==> src/rtl/ecg_group_unpacker_if.sv <==
// ecg_group_unpacker_if
//   Handshake bundle for the ECG group unpacker.
//   Parser side : grp_valid, grp_data -> unpacker; grp_ready <- unpacker.
//   Output side : out_valid, out_data, out_comp_idx, out_ecg_idx, out_active
//                 <- unpacker; out_ready -> unpacker.
//   modport slave  : the unpacker itself.
//   modport master : the surrounding parser/downstream environment.
interface ecg_group_unpacker_if #(
  parameter int unsigned GRP_W = 16
);
  logic             grp_valid;
  logic [GRP_W-1:0] grp_data;
  logic             grp_ready;
  logic             out_valid;
  logic             out_ready;
  logic [GRP_W-1:0] out_data;
  logic [1:0]       out_comp_idx;
  logic [1:0]       out_ecg_idx;
  logic             out_active;

  modport slave (
    input  grp_valid, grp_data, out_ready,
    output grp_ready, out_valid, out_data, out_comp_idx, out_ecg_idx, out_active
  );

  modport master (
    output grp_valid, grp_data, out_ready,
    input  grp_ready, out_valid, out_data, out_comp_idx, out_ecg_idx, out_active
  );
endinterface

==> src/rtl/ecg_group_unpacker.sv <==
// ecg_group_unpacker
//   Walks the ECG slots of one block (component-major, 4 ECGs per component),
//   fetches one parsed group from the parser for every active slot and hands it
//   downstream tagged with component/ECG index. One beat in flight at a time.
//   Ports:
//     clk, rst_n       clock, synchronous active-low reset
//     start            begin a block (ignored while busy)
//     sub_sample_info  0=4:4:4 1=4:2:2 2=4:2:0 3=reserved(4:4:4), latched on start
//     comp_skip        per-component skip flags, latched on start
//     bus (slave)      grp_* parser handshake, out_* downstream beat
//     busy             block in progress
//     done             one-cycle pulse after the last slot
//   Build option: define ECG_ZERO_EMIT_EN to emit a zero beat (out_active=0)
//   for every inactive slot; otherwise inactive slots are skipped silently.
module ecg_group_unpacker #(
  parameter int unsigned GRP_W    = 16,
  parameter int unsigned NUM_COMP = 3
) (
  input  logic                clk,
  input  logic                rst_n,
  input  logic                start,
  input  logic [1:0]          sub_sample_info,
  input  logic [NUM_COMP-1:0] comp_skip,
  ecg_group_unpacker_if.slave bus,
  output logic                busy,
  output logic                done
);

  typedef enum logic [2:0] {IDLE, EVAL, FETCH, HOLD, DONE} state_t;

  state_t              state_q, state_d;
  logic [1:0]          ssi_q;
  logic [NUM_COMP-1:0] skip_q;
  logic [1:0]          comp_q, ecg_q;
  logic [3:0]          skip_ext;
  logic                slot_active, last_slot;
  logic                slot_adv, load_grp, load_zero;
  logic [GRP_W-1:0]    data_q;
  logic [1:0]          tag_comp_q, tag_ecg_q;
  logic                active_q;

  // Activity of the current slot from the latched configuration.
  always_comb begin
    skip_ext                 = '0;
    skip_ext[NUM_COMP-1:0]   = skip_q;
    slot_active              = 1'b1;
    if (skip_ext[comp_q]) begin
      slot_active = 1'b0;
    end else if (comp_q != 2'd0) begin
      case (ssi_q)
        2'd1:    if (ecg_q[1]) slot_active = 1'b0;
        2'd2:    if (ecg_q != 2'd0) slot_active = 1'b0;
        default: ;
      endcase
    end
  end

  assign last_slot = (comp_q == 2'(NUM_COMP - 1)) && (ecg_q == 2'd3);

  always_ff @(posedge clk) begin
    if (!rst_n) state_q <= IDLE;
    else        state_q <= state_d;
  end

  always_comb begin
    state_d   = state_q;
    slot_adv  = 1'b0;
    load_grp  = 1'b0;
    load_zero = 1'b0;
    case (state_q)
      IDLE: if (start) state_d = EVAL;
      EVAL: begin
        if (slot_active) begin
          state_d = FETCH;
        end else begin
`ifdef ECG_ZERO_EMIT_EN
          load_zero = 1'b1;
          state_d   = HOLD;
`else
          if (last_slot) begin
            state_d = DONE;
          end else begin
            slot_adv = 1'b1;
            state_d  = EVAL;
          end
`endif
        end
      end
      FETCH: if (bus.grp_valid) begin
        load_grp = 1'b1;
        state_d  = HOLD;
      end
      HOLD: if (bus.out_ready) begin
        if (last_slot) begin
          state_d = DONE;
        end else begin
          slot_adv = 1'b1;
          state_d  = EVAL;
        end
      end
      DONE:    state_d = IDLE;
      default: state_d = IDLE;
    endcase
  end

  // Configuration and slot counter; config only changes on an accepted start.
  always_ff @(posedge clk) begin
    if (!rst_n) begin
      ssi_q  <= '0;
      skip_q <= '0;
      comp_q <= '0;
      ecg_q  <= '0;
    end else if (state_q == IDLE && start) begin
      ssi_q  <= sub_sample_info;
      skip_q <= comp_skip;
      comp_q <= '0;
      ecg_q  <= '0;
    end else if (slot_adv) begin
      ecg_q <= ecg_q + 2'd1;
      if (ecg_q == 2'd3) comp_q <= comp_q + 2'd1;
    end
  end

  // Output beat register.
  always_ff @(posedge clk) begin
    if (!rst_n) begin
      data_q     <= '0;
      tag_comp_q <= '0;
      tag_ecg_q  <= '0;
      active_q   <= 1'b0;
    end else if (load_grp) begin
      data_q     <= bus.grp_data;
      tag_comp_q <= comp_q;
      tag_ecg_q  <= ecg_q;
      active_q   <= 1'b1;
    end else if (load_zero) begin
      data_q     <= '0;
      tag_comp_q <= comp_q;
      tag_ecg_q  <= ecg_q;
      active_q   <= 1'b0;
    end
  end

  assign bus.grp_ready    = (state_q == FETCH);
  assign bus.out_valid    = (state_q == HOLD);
  assign bus.out_data     = data_q;
  assign bus.out_comp_idx = tag_comp_q;
  assign bus.out_ecg_idx  = tag_ecg_q;
  assign bus.out_active   = active_q;
  assign busy             = (state_q != IDLE);
  assign done             = (state_q == DONE);

endmodule

==> src/flat_wrapper.sv <==
// flat-port wrapper written by rule: the top's interface ports become plain ports
module ecg_group_unpacker_flat 
#(
  parameter int unsigned GRP_W    = 16,
  parameter int unsigned NUM_COMP = 3
)
  (clk, rst_n, start, sub_sample_info, comp_skip, busy, done, bus_grp_valid, bus_grp_data, bus_out_ready, bus_grp_ready, bus_out_valid, bus_out_data, bus_out_comp_idx, bus_out_ecg_idx, bus_out_active);
  ecg_group_unpacker_if #(.GRP_W(GRP_W)) bus_i ();
  input  logic clk;
  input  logic rst_n;
  input  logic start;
  input  logic [1:0] sub_sample_info;
  input  logic [NUM_COMP-1:0] comp_skip;
  output logic busy;
  output logic done;
  input wire logic [$bits(bus_i.grp_valid)-1:0] bus_grp_valid;
  input wire logic [$bits(bus_i.grp_data)-1:0] bus_grp_data;
  input wire logic [$bits(bus_i.out_ready)-1:0] bus_out_ready;
  output wire logic [$bits(bus_i.grp_ready)-1:0] bus_grp_ready;
  output wire logic [$bits(bus_i.out_valid)-1:0] bus_out_valid;
  output wire logic [$bits(bus_i.out_data)-1:0] bus_out_data;
  output wire logic [$bits(bus_i.out_comp_idx)-1:0] bus_out_comp_idx;
  output wire logic [$bits(bus_i.out_ecg_idx)-1:0] bus_out_ecg_idx;
  output wire logic [$bits(bus_i.out_active)-1:0] bus_out_active;
  assign bus_i.grp_valid = bus_grp_valid;
  assign bus_i.grp_data = bus_grp_data;
  assign bus_i.out_ready = bus_out_ready;
  assign bus_grp_ready = bus_i.grp_ready;
  assign bus_out_valid = bus_i.out_valid;
  assign bus_out_data = bus_i.out_data;
  assign bus_out_comp_idx = bus_i.out_comp_idx;
  assign bus_out_ecg_idx = bus_i.out_ecg_idx;
  assign bus_out_active = bus_i.out_active;
  ecg_group_unpacker #(.GRP_W(GRP_W), .NUM_COMP(NUM_COMP)) u_core (.clk(clk), .rst_n(rst_n), .start(start), .sub_sample_info(sub_sample_info), .comp_skip(comp_skip), .bus(bus_i), .busy(busy), .done(done));
endmodule
==> config.mk <==
export PLATFORM = sky130hd
export DESIGN_NAME = ecg_group_unpacker_flat
export DESIGN_NICKNAME = d
export VERILOG_FILES = /design/src/rtl/ecg_group_unpacker_if.sv /design/src/rtl/ecg_group_unpacker.sv /design/src/flat_wrapper.sv
export SDC_FILE = /design/constraint.sdc
export NUM_CORES = 1
export LEC_CHECK = 0
export CORE_ASPECT_RATIO = 0.9
export CORE_UTILIZATION = 40
export DETAILED_ROUTE_END_ITERATION = 8
export GPL_ROUTABILITY_DRIVEN = 0
export HOLD_SLACK_MARGIN = 0.02
export PLACE_DENSITY = 0.72
export REMOVE_ABC_BUFFERS = 1
export SKIP_LAST_GASP = 1
export SLEW_MARGIN = 0
export SYNTH_ARGS = -nofsm -noshare
export SYNTH_HDL_FRONTEND = slang
export SYNTH_SLANG_ARGS = --single-unit
export TNS_END_PERCENT = 20
==> constraint.sdc <==
create_clock -name clk -period 2.6 [get_ports clk]
set_input_delay 0.26 -clock clk [delete_from_list [all_inputs] [get_ports clk]]
set_output_delay 0.26 -clock clk [all_outputs]
set_load 0.005 [all_outputs]
==> impl_metrics.py, run 1 <==
metrics = {
    "status": {
        "status": "complete, no violations",
    },
    "die": {
        "ioPinCount": 51,
        "core_sq_mm": 0.00350,
        "fp.dieH_microns": 60.3,
        "dieWidth_microns": 66.8,
        "initial_core_util_pct": 43.1,
        "rows": 20,
        "die_area_sq_mm": 0.00403,
    },
    "routing": {
        "drtAntennaViolNets": 0,
        "firstDrtPassIters": 4,
        "num_vias": 1312,
        "vias_per_cell": 4.93,
        "drc": 0,
        "wl_per_cell_microns": 12.5,
        "drt-total-wl_mm": 3.34,
        "drtIter0Drc": 37,
    },
    "power_and_ir_drop": {
        "comb_power_share_pct": 16.6,
        "power.leakage_nw": 0.743,
        "switching_share_pct": 23.7,
        "power.density_mw_per_mm2": 522,
        "power_frac_clock_pct": 33.4,
        "p_switching_uw": 264,
        "internal_power_uw": 849,
        "power_mw": 1.11,
        "ir_worst_vdd_mv": 0.341,
        "sequentialPowerShare_pct": 50.0,
    },
    "grt": {
        "grt.total_usage_pct": 17.8,
        "grt_start_max_net_pins": 28,
        "grt_pass1_vias": 1253,
        "antenna_found_initial": 0,
        "grt_overflow": 0,
        "grt_pass1_wl_mm": 5.36,
    },
    "sta": {
        "timing.slew.headroom_pct": 55.5,
        "fin_crit_sh_pct": 76.4,
        "setup_violations": 0,
        "period_minus_slack_ps": 1990,
        "finalHoldViolCount": 0,
        "max_freq_mhz": 504,
        "worst_pin_slew_ps": 667,
        "setup_ws_ps": 614,
        "rsz0062_at_grt": "false",
        "clock_skew_ps": 10.3,
        "fin_setup_tns_ps": 0,
        "slew_viol_final": 0,
    },
    "setup_path": {
        "cpPeakStageDelay_ps": 570,
        "crit_type": "reg2out",
        "critPathLaunchType": "register",
        "arrival_ps": 1730,
        "cpMaxStageDelayCell": "dfxtp_1",
        "crit_path_end_kind": "output port",
        "cp_max_fo": 12,
        "crit_path_cell_trace": "and2b_1, and2_1, clkdlybuf4s50_1",
        "required_ps": 2340,
    },
    "final_layout": {
        "stdcell_count": 266,
        "area_delta_synth_final_pct": 41.1,
        "final_cell_mix": "nand2_1 (50), clkdlybuf4s50_1 (50), dfxtp_1 (33)",
        "antenna_cells": 0,
        "final_area_sq_mm": 0.00213,
        "num-nets-final": 254,
        "drive_gt1_share_pct": 6.31,
    },
    "yosys": {
        "synthDistinctLibCells": 31,
        "syn_area_sq_mm": 0.00151,
        "ys_seq_elements": 33,
        "yosysWarningCount": 0,
        "netlist.area_leader.share_pct": 43.7,
        "synth-seq-area-share_pct": 43.7,
        "synth_area_leaders": "dfxtp_1 (44%), nand2_1 (12%), a21boi_0 (7.5%), ha_1 (5.0%), mux2i_1 (4.0%)",
        "yosys.area.top_type": "dfxtp_1",
        "synthCells": 171,
        "syn_area_per_cell_sq_um": 8.84,
    },
    "clock_tree": {
        "cts_tree": "built",
        "cts_max_path_buffers": 2,
        "cts_max_level": 2,
        "clk_latency_ps": 270,
        "postCtsSetupRepairBufs": 0,
        "clkSinkCount": 33,
        "cts.clk_slew.worst_paths_ps": 70,
        "post_cts_resized": 0,
        "holdBufCountCts": 0,
        "cts_buffers": 5,
        "root_buffer": "clkbuf_8",
    },
    "worst_hold_path": {
        "hp-class": "reg2reg",
    },
    "place": {
        "dp.cells": 259,
        "hpwl_mm": 2.46,
        "pre_cts_ws_ps": 718,
        "io_buffers": 50,
        "post_dp_cell_area_sq_mm": 0.00205,
    },
    "run": {
        "cap_violations": 0,
    },
}
## Yosys cell counts (all sizes together)
master / instances
nand2b: 1
o22ai: 1
a311oi: 1
inv: 7
a21oi: 4
o211ai: 1
nor4b: 2
and2b: 1
dfxtp: 33
o21ai: 4
nor2: 2
nor2b: 8
buf: 5
nor3: 2
nand2: 50
and3b: 1
clkbuf: 3
o21a: 1
nor3b: 3
ha: 6
and2: 2
a21boi: 21
o311ai: 1
or3: 4
mux2i: 6
a211o: 1
## sequential cells by signal (all words and copies together) (netlist names)
| name | flops |
|---|---|
| u_core.comp_q | 2 |
| u_core.skip_q | 3 |
| u_core.bus.out_ecg_idx | 2 |
| u_core.bus.out_data | 16 |
| u_core.bus.out_comp_idx | 2 |
| u_core.bus.out_active | 1 |
| u_core.ecg_q | 2 |
| u_core.ssi_q | 2 |
| u_core.state_q | 3 |
## worst max-delay path: cells and delay by family (launching register included)
kind          cells  cell delay, ps
buf+inv           1             490
flops             1             570
simple gates      2             380
## through the flow
stage / util, % / hold slack, ps
after floorplan: - / 372
after global placement: 58.4 / 439
after detailed placement: 58.4 / 449
after CTS: 60.9 / 462
after global routing: 60.9 / 478
final: 60.9 / 458
## final timing paths
| check | from | to | slack, ps | cells past startpoint |
|---|---|---|---|---|
| worst max-delay path | u_core.state_q[0]$_SDFFE_PN0P_ | bus_out_valid | 610 | 3 |
| worst min-delay path | u_core.bus.out_ecg_idx[1]$_SDFFE_PN0P_ | u_core.bus.out_ecg_idx[1]$_SDFFE_PN0P_ | 460 | 2 |
| worst max register to register | u_core.comp_q[0]$_SDFFE_PP0P_ | u_core.comp_q[0]$_SDFFE_PP0P_ | 720 | 7 |
| worst min register to register | u_core.bus.out_ecg_idx[1]$_SDFFE_PN0P_ | u_core.bus.out_ecg_idx[1]$_SDFFE_PN0P_ | 460 | 2 |
## power groups by stage
stage               logic [mW]  clock network, mW  registers (mW)
global placement         0.181                  0           0.566
CTS                      0.187              0.387           0.556
detailed placement       0.186                  0           0.568
floorplan               0.0873                  0           0.563
global route             0.204              0.418           0.560
finish                   0.185              0.372           0.557
## kinds of logic after synthesis
| family | after synthesis | synth area share (%) |
|---|---|---|
| buf+inv | 15 | 4.14 |
| simple gates | 76 | 25.2 |
| compound gates | 35 | 18.0 |
| fa+ha+maj | 6 | 4.97 |
| flops | 33 | 43.7 |
| mux | 6 | 3.97 |
## routing by layer
layer  up-vias  GRT usage [%]  wire length [microns]
met5         -              0                      0
met4         0           7.29                     48
met3         4           4.77                    147
met2        31           31.0                   1650
met1       612           20.8                   1490
li1        665              -                      -
## cell type report
type / instances / area (sq um)
Tap cell: 44 / 55.1
Clock buffer: 7 / 86.3
Fill cell: 308 / 1370
Sequential cell: 33 / 661
Timing Repair Buffer: 52 / 515
Inverter: 7 / 26.3
Multi-Input combinational cell: 123 / 788
(Power assumes the default switching activity.)
==> run 2, diff against run 1 <==
PLACE_DENSITY = 0.74   (was 0.72)
clock period = 1.7 ns   (was 2.6 ns; I/O delays follow)
==> run 2 against run 1 <==
  * The run now ends with negative setup slack left
  * Utilization rose by 5.2 points
  * Final cell count up 6.8%
  * Sequential share of layout area fell by 2.1 points
  * Final area increased by 8.6%
  * Via count increased by 4.3%
  * Combinational power is 82% higher
  * Power increased by 73%
  * Non-clock buffer count grew 17
  * Critical path depth increased by 5
  * Highest routed layer unchanged
  * Flip-flop and latch count stayed put
  * Global-route usage grew 1.5 points
  * Clock power rose by 100%
==> impl_metrics.py, run 2 (synthesized netlist as in run 1, its figures left out) <==
metrics = {
    "status": {
        "status": "finished, violations left",
        "violations": "negative setup slack",
    },
    "run": {
        "cap_violations": 0,
    },
    "setup_path": {
        "crit_type": "reg2reg",
        "cpPeakStageDelay_ps": 340,
        "cpMaxStageDelayCell": "dfxtp_2",
        "cp_max_fo": 2,
        "crit_path_cell_trace": "inv_1, ha_2, a211o_1, a21oi_2, buf_4, o21ai_0, and3b_1, a311oi_1",
        "timing.rr.start": "u_core.ecg_q[0]$_SDFFE_PP0P_",
        "critPathLaunchType": "register",
        "startpoint": "u_core.ecg_q[0]$_SDFFE_PP0P_",
        "arrival_ps": 1900,
        "crit_path_end_kind": "register",
        "required_ps": 1880,
    },
    "grt": {
        "met2_usage_pct": 33.8,
        "grt.total_usage_pct": 19.3,
        "grt_overflow": 0,
        "grt_start_max_net_pins": 22,
        "met3_usage_pct": 6.49,
        "grt_util_met1_pct": 22.6,
        "antenna_found_initial": 0,
        "grt_pass1_vias": 1338,
        "top_usage_layer": "met2",
        "grt_pass1_wl_mm": 5.75,
    },
    "die": {
        "dieWidth_microns": 66.8,
        "fp.dieH_microns": 60.3,
        "core_sq_mm": 0.00350,
        "ioPinCount": 51,
        "rows": 20,
        "initial_core_util_pct": 43.1,
        "die_area_sq_mm": 0.00403,
    },
    "final_layout": {
        "largest_reg_flops": 16,
        "area_delta_synth_final_pct": 53.1,
        "fillers": 295,
        "drive_gt1_share_pct": 18.3,
        "final_cell_mix": "nand2_1 (50), clkdlybuf4s50_1 (50), dfxtp_1 (27)",
        "num-nets-final": 271,
        "antenna_cells": 0,
    },
    "worst_hold_path": {
        "hp-class": "in2reg",
        "min_from": "bus_grp_data[15]",
    },
    "clock_tree": {
        "holdBufCountCts": 0,
        "clk_latency_ps": 280,
        "cts_max_path_buffers": 2,
        "cts.clk_slew.worst_paths_ps": 70,
        "clkSinkCount": 33,
        "root_buffer": "clkbuf_8",
        "cts_max_level": 2,
        "cts_buffers": 5,
        "cts_tree": "built",
    },
    "place": {
        "pre_cts_ws_ps": -161,
        "io_buffers": 50,
        "hpwl_mm": 2.50,
    },
    "power_and_ir_drop": {
        "power.leakage_nw": 0.845,
        "ir_worst_vdd_mv": 0.516,
        "power.density_mw_per_mm2": 835,
    },
    "sta": {
        "finalHoldViolCount": 0,
        "rsz0062_at_grt": "true",
        "slew_viol_final": 0,
        "setup_ws_ps": -20.4,
        "fin_setup_tns_ps": -20.4,
        "worst_pin_slew_ps": 324,
        "setup_violations": 1,
        "period_minus_slack_ps": 1720,
        "fin_crit_sh_pct": 101,
        "clock_skew_ps": 3.72,
        "timing.slew.headroom_pct": 78.4,
        "max_freq_mhz": 581,
    },
    "routing": {
        "firstDrtPassIters": 4,
        "drc": 0,
        "drtIter0Drc": 30,
        "drt-total-wl_mm": 3.44,
        "wl_per_cell_microns": 12.1,
        "drtAntennaViolNets": 0,
        "vias_per_cell": 4.82,
        "num_vias": 1368,
    },
}
[run 2: cell count changes in the layout (fill, tap and decap cells not counted), sizes merged]
cell / change
bufinv: +1
buf: +17
[run 2: path summary, 6_finish.rpt]
kind | depth (start not counted) | slack, ps | endpoint
setup / recovery | 8 | -20 | u_core.state_q[0]$_SDFFE_PN0P_
hold / removal | 3 | 450 | u_core.bus.out_data[15]$_SDFFE_PN0P_
setup reg to reg | 8 | -20 | u_core.state_q[0]$_SDFFE_PN0P_
hold reg to reg | 2 | 460 | u_core.bus.out_data[12]$_SDFFE_PN0P_
[run 2: worst max-delay path: cells and delay by family (launching register included)]
family | cells | cell delay (ps)
AOI/OAI and AO/OA | 4 | 720
adders and majority gates | 1 | 170
buffers and inverters | 2 | 200
DFF | 1 | 340
and+or+nand+nor | 1 | 190
[run 2: repair_timing]
action | 4_1_cts | 5_1_grt
resized for setup | 12 | 0
cloned | 0 | 0
buffers inserted | 5 | 0
pin swaps | 4 | 1
setup endpoints to repair | 5 | 7
[run 2: final cells by class]
cell class / count / area, sq um / area share, %
Clock buffer: 7 / 86.3 / 3.73
Clock inverter: 1 / 30.0 / 1.30
Inverter: 7 / 26.3 / 1.14
Multi-Input combinational cell: 123 / 806 / 34.8
Sequential cell: 33 / 668 / 28.9
Tap cell: 44 / 55.1 / 2.38
Timing Repair Buffer: 69 / 643 / 27.8
[run 2: layer usage]
metal	vias up	part of all wire, %
li1	703	-
met3	2	6.4
met1	621	44
met2	42	49
met4	0	0.64
met5	-	0
[run 2: stage by stage]
stage                     instance area [sq um]  instances  power (mW)  utilization (%)  hold WS [ps]
after floorplan                            1480        163       0.995                -           282
after global placement                     2140        271        1.17             61.0           439
after detailed placement                   2140        271        1.18             61.0           449
after CTS                                  2310        284        1.95             66.1           443
after global routing                       2310        284        2.03             66.1           445
final                                      2310        284        1.93             66.1           445
[run 2: power breakdown]
part / internal [mW] / switching, mW / total (mW)
clock: 0.478 / 0.282 / 0.760
sequential: 0.811 / 0.0239 / 0.835
combinational: 0.197 / 0.140 / 0.337
total: 1.49 / 0.446 / 1.93
